<file path="src/rtl/steer_quad_ctrl.sv">
// Dual-player steering scheduler: digital left/right to ramped 2-bit quadrature.
// One prescaler is shared; player 1 is serviced on the tick, player 2 on the next enabled cycle.
module steer_quad_ctrl #(
    parameter int unsigned CLKDIV     = 22500,
    parameter int unsigned RAMP_STEPS = 4
) (
    input  logic       CLK,
    input  logic       Reset_n,
    input  logic       en,
    input  logic       right0,
    input  logic       left0,
    input  logic       right1,
    input  logic       left1,
    output logic [1:0] steer0,
    output logic [1:0] steer1,
    output logic       step0,
    output logic       step1
);
    typedef enum logic [1:0] {
        DIR_HOLD  = 2'd0,
        DIR_RIGHT = 2'd1,
        DIR_LEFT  = 2'd2
    } dir_e;

    typedef enum logic {
        SLOT_IDLE = 1'b0,
        SLOT_P2   = 1'b1
    } slot_e;

    localparam int unsigned PW     = $clog2(CLKDIV);
    localparam logic [PW-1:0] RELOAD = PW'(CLKDIV - 1);
    localparam logic [3:0]    RAMP   = 4'(RAMP_STEPS);

    logic [PW-1:0] presc_q, presc_d;
    slot_e         slot_q, slot_d;
    dir_e          dir_q     [2];
    dir_e          dir_d     [2];
    dir_e          req       [2];
    logic [1:0]    level_q   [2];
    logic [1:0]    level_d   [2];
    logic [1:0]    sub_q     [2];
    logic [1:0]    sub_d     [2];
    logic [3:0]    stepcnt_q [2];
    logic [3:0]    stepcnt_d [2];
    logic [1:0]    phase_q   [2];
    logic [1:0]    phase_d   [2];
    logic          step_q    [2];
    logic          step_d    [2];
    logic          tick;
    logic [1:0]    svc;
    logic [1:0]    right_v, left_v;

    function automatic dir_e decode(input logic r, input logic l);
        if (r && !l)      return DIR_RIGHT;
        else if (l && !r) return DIR_LEFT;
        else              return DIR_HOLD;
    endfunction

    // Gray sequence 00->01->11->10 for RIGHT, reversed for LEFT
    function automatic logic [1:0] next_phase(input logic [1:0] ph, input dir_e d);
        logic [1:0] nxt;
        nxt = 2'b00;
        if (d == DIR_RIGHT) begin
            case (ph)
                2'b00:   nxt = 2'b01;
                2'b01:   nxt = 2'b11;
                2'b11:   nxt = 2'b10;
                default: nxt = 2'b00;
            endcase
        end else begin
            case (ph)
                2'b00:   nxt = 2'b10;
                2'b10:   nxt = 2'b11;
                2'b11:   nxt = 2'b01;
                default: nxt = 2'b00;
            endcase
        end
        return nxt;
    endfunction

    assign right_v = {right1, right0};
    assign left_v  = {left1, left0};

    always_comb begin
        tick    = en && (presc_q == '0);
        presc_d = presc_q;
        slot_d  = slot_q;
        if (en) presc_d = (presc_q == '0) ? RELOAD : presc_q - 1'b1;
        if (tick)                          slot_d = SLOT_P2;
        else if (en && slot_q == SLOT_P2)  slot_d = SLOT_IDLE;
        svc[0] = tick;
        svc[1] = en && (slot_q == SLOT_P2);

        for (int unsigned p = 0; p < 2; p++) begin
            req[p]       = decode(right_v[p], left_v[p]);
            dir_d[p]     = dir_q[p];
            level_d[p]   = level_q[p];
            sub_d[p]     = sub_q[p];
            stepcnt_d[p] = stepcnt_q[p];
            phase_d[p]   = phase_q[p];
            step_d[p]    = 1'b0;
            if (svc[p]) begin
                if (req[p] == DIR_HOLD) begin
                    dir_d[p]     = DIR_HOLD;
                    level_d[p]   = '0;
                    sub_d[p]     = '0;
                    stepcnt_d[p] = '0;
                end else if (req[p] != dir_q[p]) begin
                    // a fresh direction counts this service as its first interval tick
                    dir_d[p]     = req[p];
                    level_d[p]   = '0;
                    sub_d[p]     = 2'd1;
                    stepcnt_d[p] = '0;
                end else if (({1'b0, sub_q[p]} + 3'd1) == (3'd4 - {1'b0, level_q[p]})) begin
                    sub_d[p]   = '0;
                    step_d[p]  = 1'b1;
                    phase_d[p] = next_phase(phase_q[p], req[p]);
                    if (level_q[p] != 2'd3) begin
                        if ((stepcnt_q[p] + 4'd1) == RAMP) begin
                            level_d[p]   = level_q[p] + 2'd1;
                            stepcnt_d[p] = '0;
                        end else begin
                            stepcnt_d[p] = stepcnt_q[p] + 4'd1;
                        end
                    end
                end else begin
                    sub_d[p] = sub_q[p] + 2'd1;
                end
            end
        end
    end

    always_ff @(posedge CLK or negedge Reset_n) begin
        if (!Reset_n) begin
            presc_q <= RELOAD;
            slot_q  <= SLOT_IDLE;
            for (int unsigned p = 0; p < 2; p++) begin
                dir_q[p]     <= DIR_HOLD;
                level_q[p]   <= '0;
                sub_q[p]     <= '0;
                stepcnt_q[p] <= '0;
                phase_q[p]   <= '0;
                step_q[p]    <= 1'b0;
            end
        end else begin
            presc_q <= presc_d;
            slot_q  <= slot_d;
            for (int unsigned p = 0; p < 2; p++) begin
                dir_q[p]     <= dir_d[p];
                level_q[p]   <= level_d[p];
                sub_q[p]     <= sub_d[p];
                stepcnt_q[p] <= stepcnt_d[p];
                phase_q[p]   <= phase_d[p];
                step_q[p]    <= step_d[p];
            end
        end
    end

    assign steer0 = phase_q[0];
    assign steer1 = phase_q[1];
    assign step0  = step_q[0];
    assign step1  = step_q[1];
endmodule
</file>
<file path="config.mk">
export PLATFORM = sky130hd
export DESIGN_NAME = steer_quad_ctrl
export DESIGN_NICKNAME = d
export VERILOG_FILES = /design/src/rtl/steer_quad_ctrl.sv
export SDC_FILE = /design/constraint.sdc
export NUM_CORES = 1
export LEC_CHECK = 0
export BUFFER_PORTS_ARGS = -buffer_cell sky130_fd_sc_hd__buf_4
export CAP_MARGIN = 20
export CORE_MARGIN = 2
export CORE_UTILIZATION = 32
export DETAILED_ROUTE_END_ITERATION = 8
export GPL_TIMING_DRIVEN = 0
export SLEW_MARGIN = 20
export SYNTH_ARGS = -nofsm -noshare
export SYNTH_HDL_FRONTEND = slang
export SYNTH_SLANG_ARGS = --single-unit
</file>
<file path="constraint.sdc">
create_clock -name CLK -period 2.5 [get_ports CLK]
set_clock_uncertainty 0.15 [all_clocks]
set_input_delay 0.375 -clock CLK [delete_from_list [all_inputs] [get_ports CLK]]
set_output_delay 0.375 -clock CLK [all_outputs]
set_load 0.03 [all_outputs]
</file>
==> qor.csv <==
stage,metric,value,unit
final_layout,drive_gt1_frac,0.1550,
grt,busiest_layer,met2,
yosys,syn-num-nets,274,
power_and_ir_drop,switching_power,692.7,uW
yosys,ys_types,46,
yosys,syn_inst,251,
clock_tree,cts.sinks,42,
clock_tree,cts_tree,yes,
detailed_routing,dr.pass1.iters,4,
critical_path,cp-end-kind,flop,
yosys,avgSynthCellArea,9.785,sq um
sta,setup_viol,0,
critical_path,startpoint_type,flop,
grt,use_met1,0.1581,
critical_path,path_max_fanout,5,
final_layout,final_nets,293,
placed_design,hpwlAfterDp,3197,um
die,dieHeight,91.61,um
critical_path,crit_end,level_q[1],
die,die_x,91.61,um
critical_path,crit_required,2570,ps
sta,fmax,450.4,MHz
placed_design,io_buffers,11,
detailed_routing,drc,0,
power_and_ir_drop,ir_drop,0.0003148,V
sta,min_period,2220,ps
detailed_routing,drt_iter0_drc,99,
detailed_routing,wl_per_cell,12.23,um
grt,grt_pass1_vias,1807,
die,fp-row-count,31,
grt,grt_pass1_wl,8300,um
yosys,ys_warn_count,0,
sta,hold_violations,0,
power_and_ir_drop,p_int,1.535,mW
critical_path,critical_path_class,flop to flop,
critical_path,r2r-end,level_q[1],
die,dieArea,8392,sq um
critical_path,reg2reg_from,level_q[0],
yosys,synthArstFlopShare,1.000,
sta,relSlewSlack,0.5939,
power_and_ir_drop,seqPwrFrac,0.483,
sta,rsz0062_at_grt,false,
hold_path,hp-class,primary input to flop,
critical_path,crit_start,level_q[0],
yosys,syn-cell-area,2456,sq um
power_and_ir_drop,leakagePower,1.284,nW
sta,holdWs,275.3,ps
grt,grt_usage,0.1219,
clock_tree,cts_root_buffer,clkbuf_8,
die,core_region_area,7331,sq um
detailed_routing,vias,1840,
clock_tree,clk_pin_slew,80,ps
sta,drv_slew,0,
final_layout,area_growth,14.98,%
sta,finalSetupTns,0,ps
critical_path,crit_arrival,2290,ps
final_layout,antenna_cells,0,
clock_tree,numCtsBuffers,5,
detailed_routing,finalWirelength,4526,um
power_and_ir_drop,p_per_area,788.9,nW/um^2
clock_tree,clockBufferDepth,2,
yosys,synthFlopType,dfrtp_1,
clock_tree,clk_latency,300,ps
critical_path,r2r_cells,7,
detailed_routing,vias_per_cell,4.973,
grt,use_met2,0.1942,
yosys,synth-edff-count,0,
die,io_pins,13,
hold_path,min-delay-start,en,
placed_design,gp_congestion,0.8201,
yosys,yosys_register_bits,42,
power_and_ir_drop,switching_share,0.3109,
sta,max_slew.worst_pin.slew,604.0,ps
critical_path,r2r_setup_slack,280,ps
status,status,finished clean,
clock_tree,htreeDepth,2,
flow_run,cap_violations,0,
die,initial_core_util,0.3350,
yosys,seq_area_frac_synth,0.4330,
grt,grt_max_degree,43,
grt,grt_use_met3,0.02712,
detailed_routing,antenna_left,0,
clock_tree,cts_setup_buffers,0,
grt,antenna_found_initial,0,
grt,grt-ovfl-total,0,
sta,fin_crit_sh,0.8880,
power_and_ir_drop,p_comb_frac,0.217,
power_and_ir_drop,pwr-share-clk,0.300,
[logic make-up (layout without fill, tap and decap cells)]
group                      after synthesis  count (layout)  share of synthesized area
DFF                                     42              42                     0.4330
muxes                                    3               3                    0.01324
xor gates and xnor gates                25              25                    0.08915
AOI/OAI and AO/OA                       43              43                     0.1111
adders and majority gates               16              16                    0.08151
buffers and inverters                   20              40                    0.03260
and+or+nand+nor                        102             102                     0.2394
[power by group through the flow]
stage | clock network [mW] | registers (mW) | logic (mW)
after floorplan | 0 | 1.05 | 0.402
after CTS | 0.693 | 1.08 | 0.487
after global placement | 0 | 1.09 | 0.472
after detailed placement | 0 | 1.09 | 0.483
after global routing | 0.721 | 1.11 | 0.567
final | 0.668 | 1.08 | 0.484
[metrics by stage]
step	total power [mW]	setup slack, ps	util	instances	instance area [sq um]
after floorplan	1.456	438.1	-	251	2456
after global placement	1.559	217.8	0.3632	361	2663
after detailed placement	1.573	157.2	0.3632	361	2663
after CTS	2.259	162.7	0.3840	370	2815
after global routing	2.400	10.15	0.3852	370	2824
final	2.228	280.0	0.3852	370	2824
[how the worst min path moves through the flow]
stage                    to  slack, ps  depth (start not counted)
4_1_cts              slot_q        260                          2
6_report             slot_q        280                          2
3_5_place_dp   stepcnt_q[1]        260                          1
5_1_grt              slot_q        280                          2
3_3_place_gp   stepcnt_q[2]        250                          1
2_1_floorplan      dir_q[0]        -70                          0
[per-layer routing]
metal	wire (um)	up-vias
met2	2142	20
met1	2214	889
li1	-	926
met4	61	0
met5	0	-
met3	106	5
[critical path, cell delays in order (launching register included)]
cell and delay [ps]:
dfrtp_1 400, inv_1 80, ha_1 330, xor2_1 200, nor4_2 440, nand3_1 220
nor2_1 190, o2bb2ai_1 130
[cells in the final DEF (no fill, tap or decap), types with 4 or more instances in the layout]
cell	Yosys	layout
a21oi_1	4	4
buf_4	1	12
clkbuf_8	0	6
dfrtp_1	32	32
dfstp_2	10	10
ha_1	16	16
inv_1	16	16
nand2_1	38	38
nand3_1	4	4
nand3b_1	4	4
nor2_1	18	18
nor3_1	8	8
o21ai_0	19	19
o31ai_1	6	6
xnor2_1	13	13
xor2_1	12	12
[timing repair]
action,CTS,global route
endpoints found under the setup margin,0,2
hold buffers,1,0
gates resized for setup,0,1
endpoints found under the hold margin,32,0
[sequential cells by signal, summed over array words and instances (netlist names)]
register / count
steer1: 2
step0: 1
sub_q: 4
presc_q: 15
slot_q: 1
step1: 1
level_q: 4
stepcnt_q: 8
dir_q: 4
steer0: 2
[layout make-up]
class,instances,area [sq um]
fill,712,4507
multi-input combinational,189,1321
sequential,42,1064
tap,99,123.9
timing repair buffer,12,92.59
clock buffer,6,82.58
clock inverter,2,60.06
inverter,16,60.06
buffer,4,20.02
[synthesized netlist by cell type (2+ instances only)]
cell type	instances	area share
and4_1	2	0.0071
inv_1	16	0.024
nand4_1	3	0.0076
o2bb2ai_1	2	0.0071
nor3_1	8	0.016
xnor2_1	13	0.046
nor2_1	18	0.028
a41oi_1	3	0.011
or3_1	2	0.0051
and3_1	3	0.0076
nand3b_1	4	0.012
mux2_2	2	0.0092
xor2_1	12	0.043
o31ai_1	6	0.018
o21ai_0	19	0.039
o21ai_1	2	0.0041
and2_1	2	0.0051
dfstp_2	10	0.11
nor4_4	2	0.017
nand4_2	2	0.010
nand3_1	4	0.0082
dfrtp_1	32	0.33
o41ai_1	2	0.0071
ha_1	16	0.082
nand2_1	38	0.058
clkbuf_1	2	0.0031
a21oi_1	4	0.0082
nor4_2	3	0.015
nor4_1	2	0.0051
No activity file was read; power rests on OpenSTA's default activity.
